### src/rtl/lift_call_scheduler.sv
// SCAN hall/car-call scheduler: latches floor calls, picks the next target in the
// current travel direction, drives the direction/target handshake and times the door dwell.
module lift_call_scheduler #(
   parameter int FLOORS = 8,
   parameter int FW     = 3,
   parameter int DWELL  = 4
) (
   input  logic              clk,
   input  logic              rst,
   input  logic [FLOORS-1:0] call_req,
   input  logic [FW-1:0]     cur_floor,
   input  logic              arrive,
   input  logic              door_hold,
   output logic [FLOORS-1:0] pending,
   output logic [FW-1:0]     target_floor,
   output logic              target_valid,
   output logic              dir_up,
   output logic              dir_dn,
   output logic              door_open
);

   typedef enum logic [1:0] {
      ST_IDLE    = 2'd0,
      ST_SEEK_UP = 2'd1,
      ST_SEEK_DN = 2'd2,
      ST_DWELL   = 2'd3
   } state_t;

   localparam logic [7:0] DWELL_LOAD = 8'(DWELL - 1);

   state_t            state_r;
   state_t            state_nxt_s;
   logic              last_up_r;
   logic              last_up_nxt_s;
   logic [7:0]        dwell_cnt_r;
   logic [7:0]        dwell_nxt_s;
   logic [FLOORS-1:0] floor_hot_s;
   logic [FLOORS-1:0] above_raw_s;
   logic [FLOORS-1:0] below_raw_s;
   logic [FLOORS-1:0] above_s;
   logic [FLOORS-1:0] below_s;
   logic [FLOORS-1:0] clr_s;
   logic [FLOORS-1:0] mask_s;
   logic [FLOORS-1:0] pending_nxt_s;
   logic [FW-1:0]     target_nxt_s;
   logic              floor_ok_s;
   logic              here_s;
   logic              call_here_s;
   logic              reload_s;

   function automatic logic [FW-1:0] lowest_set(input logic [FLOORS-1:0] v);
      logic [FW-1:0] idx;
      idx = {FW{1'b0}};
      for (int i = FLOORS - 1; i >= 0; i--) begin
         idx = v[i] ? FW'(i) : idx;
      end
      return idx;
   endfunction

   function automatic logic [FW-1:0] highest_set(input logic [FLOORS-1:0] v);
      logic [FW-1:0] idx;
      idx = {FW{1'b0}};
      for (int i = 0; i < FLOORS; i++) begin
         idx = v[i] ? FW'(i) : idx;
      end
      return idx;
   endfunction

   // Split pending calls into above/here/below relative to the car; an out-of-range floor sees nothing.
   always_comb begin
      floor_hot_s = {FLOORS{1'b0}};
      above_raw_s = {FLOORS{1'b0}};
      below_raw_s = {FLOORS{1'b0}};
      for (int i = 0; i < FLOORS; i++) begin
         if (cur_floor == FW'(i)) begin
            floor_hot_s[i] = 1'b1;
         end else if (cur_floor < FW'(i)) begin
            above_raw_s[i] = pending[i];
         end else begin
            below_raw_s[i] = pending[i];
         end
      end
      floor_ok_s  = |floor_hot_s;
      above_s     = above_raw_s & {FLOORS{floor_ok_s}};
      below_s     = below_raw_s & {FLOORS{floor_ok_s}};
      here_s      = |(pending & floor_hot_s);
      call_here_s = |(call_req & floor_hot_s);
      reload_s    = door_hold | call_here_s;
   end

   // Next state, dwell timer, direction memory and pending-call update.
   always_comb begin
      state_nxt_s   = state_r;
      last_up_nxt_s = last_up_r;
      dwell_nxt_s   = dwell_cnt_r;
      clr_s         = {FLOORS{1'b0}};
      mask_s        = {FLOORS{1'b0}};
      case (state_r)
         ST_IDLE: begin
            if (here_s) begin
               state_nxt_s = ST_DWELL;
            end else if (|above_s) begin
               state_nxt_s = ST_SEEK_UP;
            end else if (|below_s) begin
               state_nxt_s = ST_SEEK_DN;
            end else begin
               state_nxt_s = ST_IDLE;
            end
         end
         ST_SEEK_UP: begin
            last_up_nxt_s = 1'b1;
            if (arrive && (cur_floor == target_floor)) begin
               state_nxt_s = ST_DWELL;
            end else if (~|above_s) begin
               state_nxt_s = (|below_s) ? ST_SEEK_DN : ST_IDLE;
            end else begin
               state_nxt_s = ST_SEEK_UP;
            end
         end
         ST_SEEK_DN: begin
            last_up_nxt_s = 1'b0;
            if (arrive && (cur_floor == target_floor)) begin
               state_nxt_s = ST_DWELL;
            end else if (~|below_s) begin
               state_nxt_s = (|above_s) ? ST_SEEK_UP : ST_IDLE;
            end else begin
               state_nxt_s = ST_SEEK_DN;
            end
         end
         ST_DWELL: begin
            // A press at the open door extends the stop rather than queueing a new call.
            mask_s = floor_hot_s;
            if (reload_s) begin
               dwell_nxt_s = DWELL_LOAD;
            end else if (dwell_cnt_r != 8'd0) begin
               dwell_nxt_s = dwell_cnt_r - 8'd1;
            end else if (last_up_r && (|above_s)) begin
               state_nxt_s = ST_SEEK_UP;
            end else if (!last_up_r && (|below_s)) begin
               state_nxt_s = ST_SEEK_DN;
            end else if (|above_s) begin
               state_nxt_s = ST_SEEK_UP;
            end else if (|below_s) begin
               state_nxt_s = ST_SEEK_DN;
            end else begin
               state_nxt_s = ST_IDLE;
            end
         end
         default: begin
            state_nxt_s = ST_IDLE;
         end
      endcase

      if ((state_nxt_s == ST_DWELL) && (state_r != ST_DWELL)) begin
         dwell_nxt_s = DWELL_LOAD;
         clr_s       = floor_hot_s;
      end else begin
         clr_s       = {FLOORS{1'b0}};
      end

      pending_nxt_s = (pending | (call_req & ~mask_s)) & ~clr_s;

      case (state_nxt_s)
         ST_SEEK_UP: target_nxt_s = lowest_set(above_s);
         ST_SEEK_DN: target_nxt_s = highest_set(below_s);
         default:    target_nxt_s = {FW{1'b0}};
      endcase
   end

   // State and registered outputs; outputs reflect the state being entered.
   always_ff @(posedge clk or posedge rst) begin
      if (rst) begin
         state_r      <= ST_IDLE;
         last_up_r    <= 1'b1;
         dwell_cnt_r  <= 8'd0;
         pending      <= {FLOORS{1'b0}};
         target_floor <= {FW{1'b0}};
         target_valid <= 1'b0;
         dir_up       <= 1'b0;
         dir_dn       <= 1'b0;
         door_open    <= 1'b0;
      end else begin
         state_r      <= state_nxt_s;
         last_up_r    <= last_up_nxt_s;
         dwell_cnt_r  <= dwell_nxt_s;
         pending      <= pending_nxt_s;
         target_floor <= target_nxt_s;
         target_valid <= (state_nxt_s == ST_SEEK_UP) || (state_nxt_s == ST_SEEK_DN);
         dir_up       <= (state_nxt_s == ST_SEEK_UP);
         dir_dn       <= (state_nxt_s == ST_SEEK_DN);
         door_open    <= (state_nxt_s == ST_DWELL);
      end
   end

endmodule

### config.mk
export PLATFORM = sky130hd
export DESIGN_NAME = lift_call_scheduler
export DESIGN_NICKNAME = d
export VERILOG_FILES = /design/src/rtl/lift_call_scheduler.sv
export SDC_FILE = /design/constraint.sdc
export NUM_CORES = 1
export LEC_CHECK = 0
export ABC_CLOCK_PERIOD_IN_PS = 3350
export CORE_ASPECT_RATIO = 1.4
export CORE_MARGIN = 3
export CORE_UTILIZATION = 40
export CTS_CLUSTER_DIAMETER = 30
export DETAILED_ROUTE_END_ITERATION = 8
export PLACE_DENSITY = 0.66
export SLEW_MARGIN = 10
export SYNTH_ARGS = -nofsm -noshare
export SYNTH_HDL_FRONTEND = slang
export SYNTH_SLANG_ARGS = --single-unit
### constraint.sdc
create_clock -name clk -period 3.35 [get_ports clk]
set_clock_uncertainty 0.15 [all_clocks]
set_input_delay 0.335 -clock clk [delete_from_list [all_inputs] [get_ports clk]]
set_output_delay 0.335 -clock clk [all_outputs]
set_load 0.005 [all_outputs]
==> results of run 1 <==
==> routing by layer <==
layer  GRT usage (%)  wire length [um]  vias up
li1                -                 -      960
met1            23.9              2150      916
met2            37.8              2880       58
met3            1.94               206       13
met4            10.0               148        0
met5               0                 0        -
==> repair_timing <==
action / in CTS / in global routing
resized for setup: 6 / 8
endpoints found under the setup margin: 2 / 12
pin swaps: 1 / 0
hold buffers: 0 / 0
setup buffers: 1 / 0
==> final timing paths <==
path | start | to | slack [ns] | cells past startpoint
worst min register to register | dwell_cnt_r[7] | dwell_cnt_r[7] | 0.35 | 1
max in group asynchronous | rst | target_floor[0] | 1.99 | 2
worst max register to register | dwell_cnt_r[2] | dwell_cnt_r[5] | 0.19 | 14
min in group asynchronous | rst | pending[1] | 0.44 | 2
worst max-delay path | cur_floor[1] | dwell_cnt_r[5] | 0.15 | 15
worst min-delay path | dwell_cnt_r[7] | dwell_cnt_r[7] | 0.35 | 1
==> cell families after synthesis <==
logic type | Yosys count
AOI/OAI and AO/OA | 79
and+or+nand+nor | 70
DFF | 26
buffers and inverters | 25
xor gates and xnor gates | 8
adders and majority gates | 8
muxes | 4
==> sequential cells by signal, summed over array words and instances, names as in the netlist <==
signal        flops
dwell_cnt_r       8
pending           8
target_floor      3
state_r           2
dir_dn            1
dir_up            1
door_open         1
last_up_r         1
target_valid      1
==> cell usage in the layout (no fill, tap or decap), types with 3 or more instances in the layout <==
| master | instances |
|---|---|
| dfrtp_1 | 25 |
| clkbuf_8 | 4 |
| inv_1 | 15 |
| nand2_1 | 15 |
| o31ai_1 | 3 |
| and3b_1 | 3 |
| buf_4 | 50 |
| mux2i_1 | 3 |
| nand2b_1 | 5 |
| o211ai_1 | 3 |
| nor2_1 | 18 |
| nand3_1 | 4 |
| o21ai_0 | 17 |
| ha_1 | 7 |
| o32a_1 | 3 |
| a21oi_1 | 25 |
| xor2_1 | 7 |
| nor2b_1 | 5 |
| clkdlybuf4s50_1 | 28 |
==> where the power goes <==
group / switching [uW] / internal (uW)
sequential: 78.0 / 403
clock: 101 / 105
combinational: 516 / 575
==> critical path: stages <==
cell	delay, ns
clkdlybuf4s50_1	0.49
buf_12	0.19
a21oi_1	0.16
o22ai_2	0.12
a2111o_1	0.44
o221a_2	0.27
o221ai_2	0.15
o21a_1	0.22
ha_4	0.18
nor2_4	0.05
nor3_2	0.14
and3b_1	0.17
o21ai_0	0.09
xor2_1	0.15
nor2_1	0.09
==> area by class of cell <==
type / count / area share (%)
Sequential cell: 26 / 24.0
Clock buffer: 4 / 2.03
Timing Repair Buffer: 81 / 25.7
Inverter: 15 / 2.07
Tap cell: 60 / 2.76
Multi-Input combinational cell: 169 / 43.4
==> per-stage QoR <==
stage / power [uW] / util [%] / hold WS [ns] / TNS (ns)
after detailed placement: 1480 / 59.1 / 0.326 / -3.40
after global routing: 1930 / 62.0 / 0.412 / -0.0257
after floorplan: 986 / - / 0.224 / 0
after CTS: 1770 / 61.2 / 0.344 / 0
final: 1780 / 62.0 / 0.347 / 0
after global placement: 1470 / 59.1 / 0.316 / -2.43
==> reports/qor.csv, run 1 <==
metric,value,unit
GP Congestion,0.888,
total gr overflow,0,
Mean Syn Cell Area,8.50,um^2
period utilization,95.4,%
sequential cell area,652,um^2
post-synthesis mux area share,2.21,%
number of hold violations in the final report,0,
initial antenna violation count,0,
Synth Flop Type,dfrtp_1,
Worst Hold Class,reg -> reg,
relative slew slack,32.7,%
DP Worst Slack,-0.444,ns
Post-DP HPWL,4.19,mm
"Net Count, Synth",243,
simple-gate portion of the synthesized area,19.5,%
max-slew violations,0,
Max H-tree Level,1,
Overall Global Routing Usage,20.7,%
Synth area leader,dfrtp_1,
CTS Buf Count,3,
Mapped Cells,220,
Root Driver,clkbuf_8,
Mapped Area,0.00187,mm^2
Worst Tran Pin Value,1.01,ns
clock slew at reported path FFs,0.09,ns
share of layout cells above drive strength 1,24.4,%
peak supply drop,0.447,mV
"Clk Latency, worst-skew pair",0.28,ns
via count,1947,
"EDFF count, synth",0,
drc violations,0,
FMAX,0.313,GHz
Initial Util,42.7,%
synth warn,0,
critical-path maximum fanout,19,
Post-Place Cell Area,0.00259,mm^2
Final WS setup,0.154,ns
die width,63.8,um
CP Launch Type,input port,
Layout fillers,380,
combinational family with the most area after synthesis,compound AO/OA/AOI/OAI gates,
area grow syn2layout,45.2,%
Final min period,3.20,ns
Core Rows,28,
dominant cells by area after synthesis,"dfrtp_1 33%, a21oi_1 6.7%, ha_1 5.4%, o21ai_0 4.5%, nor2_1 4.0%",
DIE AREA,0.00554,mm^2
Clock Sinks,26,
"Cell Count, Final, Fillers Out",355,
max-cap viol count,0,
Critical Path RT,3.41,ns
I/O pin count,30,
Pre-antenna DRT Iters,5,
share of the synthesized area in the top cell type,33.4,%
largest net degree at the start of global routing,30,
ant diodes,0,
vias in the first global route,1885,
Core Area,0.00438,mm^2
WL final,5.39,mm
initial drt markers,176,
IO Port Bufs,29,
design area,0.00272,mm^2
Yosys cell types,56,
wire per inst,15.2,um
Final ANT Viol Nets,0,
sequential area share after synthesis,34.8,%
"FFs w/ async S/R, synth",100,%
dpl cells,350,
CP arrival,3.26,ns
critical path capture point type,flip-flop,
adder-cell share of the synthesized area,5.35,%
CTS tree,built,
path type of the worst setup path,in -> reg,
synth cell count leaders,"25 x a21oi_1, 25 x dfrtp_1, 20 x nor2_1",
number of synthesized register bits,26,
Post-Synth XOR/XNOR Area,3.75,%
RSZ-0062 raised after global routing,true,
Leak,0.00120,uW
status,completed,
first-pass GRT wire length,9.01,mm
Max Root-Sink Buffers,2,
vias per inst,5.48,
fin nets,319,
die height,86.9,um
# setup viols final,0,
Synth Area in Compound Gates,29.0,%
area of the multi-input gates,0.00118,mm^2
power density cells,655,mW/mm^2
(Power assumes the default switching activity.)
==> run 2, diff against run 1 <==
ABC_CLOCK_PERIOD_IN_PS = 3700   (was 3350)
PLACE_DENSITY = 0.64   (was 0.66)
clock period = 3.7 ns   (was 3.35 ns; I/O delays follow)
==> reports/qor.csv, run 2 (synthesis results as in run 1) <==
metric,value,unit
status,completed,
critical path capture point type,flip-flop,
vias in the first global route,1769,
peak supply drop,0.329,mV
"Cell Count, Final, Fillers Out",326,
critical-path maximum fanout,19,
Root Driver,clkbuf_8,
Final ANT Viol Nets,0,
Leak,0.00105,uW
ant diodes,0,
HP Start,dwell_cnt_r[7],
fin nets,290,
Max Root-Sink Buffers,2,
"most common cell after layout, fill and taps aside",clkdlybuf4s50_1,
Hold Path Sink,dwell_cnt_r[7],
Overall Global Routing Usage,19.3,%
Post-Place Cell Area,0.00239,mm^2
initial drt markers,138,
GP Congestion,0.881,
WL final,5.05,mm
design area,0.00246,mm^2
area grow syn2layout,31.6,%
wire per inst,15.5,um
Initial Util,42.7,%
path type of the worst setup path,in -> reg,
"commonest cells after routing, fill and taps aside","29 x clkdlybuf4s50_1, 25 x a21oi_1, 25 x dfrtp_1, 20 x buf_4, 19 x nor2_1",
worst reg2reg endpoint,dwell_cnt_r[5],
Regs by FF count,"dwell_cnt_r: 8 flops, pending: 8 flops, target_floor: 3 flops",
Core Area,0.00438,mm^2
Max H-tree Level,1,
CTS Buf Count,3,
number of hold violations in the final report,0,
R2R cell count,13,
share of layout cells above drive strength 1,14.7,%
largest net degree at the start of global routing,27,
r2r startpoint,dwell_cnt_r[2],
Clock Sinks,26,
final core occ,56.2,%
Post-DP HPWL,3.91,mm
IO Port Bufs,29,
Post-CTS Hold Buffers,0,
I/O pin count,30,
# setup viols final,0,
die width,63.8,um
drc violations,0,
FMAX,0.293,GHz
CP arrival,3.48,ns
hold depth,1,
clock slew at reported path FFs,0.09,ns
Worst Hold Class,reg -> reg,
DIE AREA,0.00554,mm^2
initial antenna violation count,0,
RSZ-0062 raised after global routing,false,
"Clk Latency, worst-skew pair",0.27,ns
CP Launch Type,input port,
dpl cells,322,
Final min period,3.42,ns
power density cells,594,mW/mm^2
vias per inst,5.55,
Core Rows,28,
Layout fillers,430,
max-cap viol count,0,
r2r setup slk,0.31,ns
total gr overflow,0,
max-slew violations,0,
relative slew slack,30.3,%
Worst Tran Pin Value,1.04,ns
total power,1460,uW
CTS tree,built,
Critical Path RT,3.76,ns
period utilization,92.4,%
via count,1809,
die height,86.9,um
first-pass GRT wire length,8.47,mm
Pre-antenna DRT Iters,4,
[run 2: changes by cell type in the layout (fill, tap and decap cells not counted), sizes merged]
cell           previous run  this run
buf                      52        23
dlymetal6s2s              1         0
clkdlybuf4s50            28        29
[run 2: power breakdown]
group | internal, uW | total, uW | switching, uW
Clock | 95.2 | 185 | 89.8
Sequential | 365 | 442 | 77.0
Combinational | 415 | 835 | 421
Total | 875 | 1460 | 587
[run 2: cell type report]
type / instances / area [um^2] / area share, %
inverter: 15 / 56.3 / 2.29
clock buffer: 4 / 55.1 / 2.24
timing repair buffer: 52 / 492 / 20.0
multi-input combinational: 169 / 1130 / 46.0
sequential: 26 / 652 / 26.5
tap: 60 / 75.1 / 3.05
[run 2: worst max-delay path: stages]
cell and delay (ns):
clkdlybuf4s50_1 0.49, buf_12 0.19, o21ai_0 0.12, o22ai_1 0.17, a2111oi_0 0.64, o31ai_1 0.15
o221ai_2 0.20, o21a_1 0.19, ha_1 0.21, nor2_2 0.09, nor3_2 0.15, and3b_1 0.17
o21ai_0 0.09, xor2_1 0.15, nor2_1 0.08
[run 2: how the worst max path moves through the flow]
| stage | cells after the start | slack, ns | start | endpoint |
|---|---|---|---|---|
| global placement | 15 | -0.02 | cur_floor[2] | dwell_cnt_r[5] |
| finish | 15 | 0.28 | cur_floor[1] | dwell_cnt_r[5] |
| CTS | 15 | 0.21 | cur_floor[2] | dwell_cnt_r[5] |
| detailed placement | 15 | -0.07 | cur_floor[2] | dwell_cnt_r[5] |
| floorplan | 13 | 0.49 | dwell_cnt_r[2] | dwell_cnt_r[5] |
| global route | 15 | 0.006 | cur_floor[2] | dwell_cnt_r[5] |
[run 2: routing by layer]
layer	vias up	wire [um]	track usage, %
li1	902	-	-
met1	868	2070	22.9
met2	30	2780	35.6
met3	9	100	1.81
met4	0	102	7.27
met5	-	0	0
[run 2: timing repair]
| item | 4_1_cts | 5_1_grt |
|---|---|---|
| endpoints found under the setup margin | 0 | 4 |
| setup buffers | 0 | 0 |
| endpoints found under the hold margin | 0 | 0 |
| gates resized for setup | 0 | 4 |
[run 2: per-stage QoR]
step	setup TNS [ns]	hold WS, ns	worst slack, ns
floorplan	0	0.259	0.485
global placement	-0.0183	0.321	-0.0183
detailed placement	-0.0700	0.323	-0.0700
CTS	0	0.335	0.214
global route	0	0.385	0.00628
finish	0	0.333	0.282
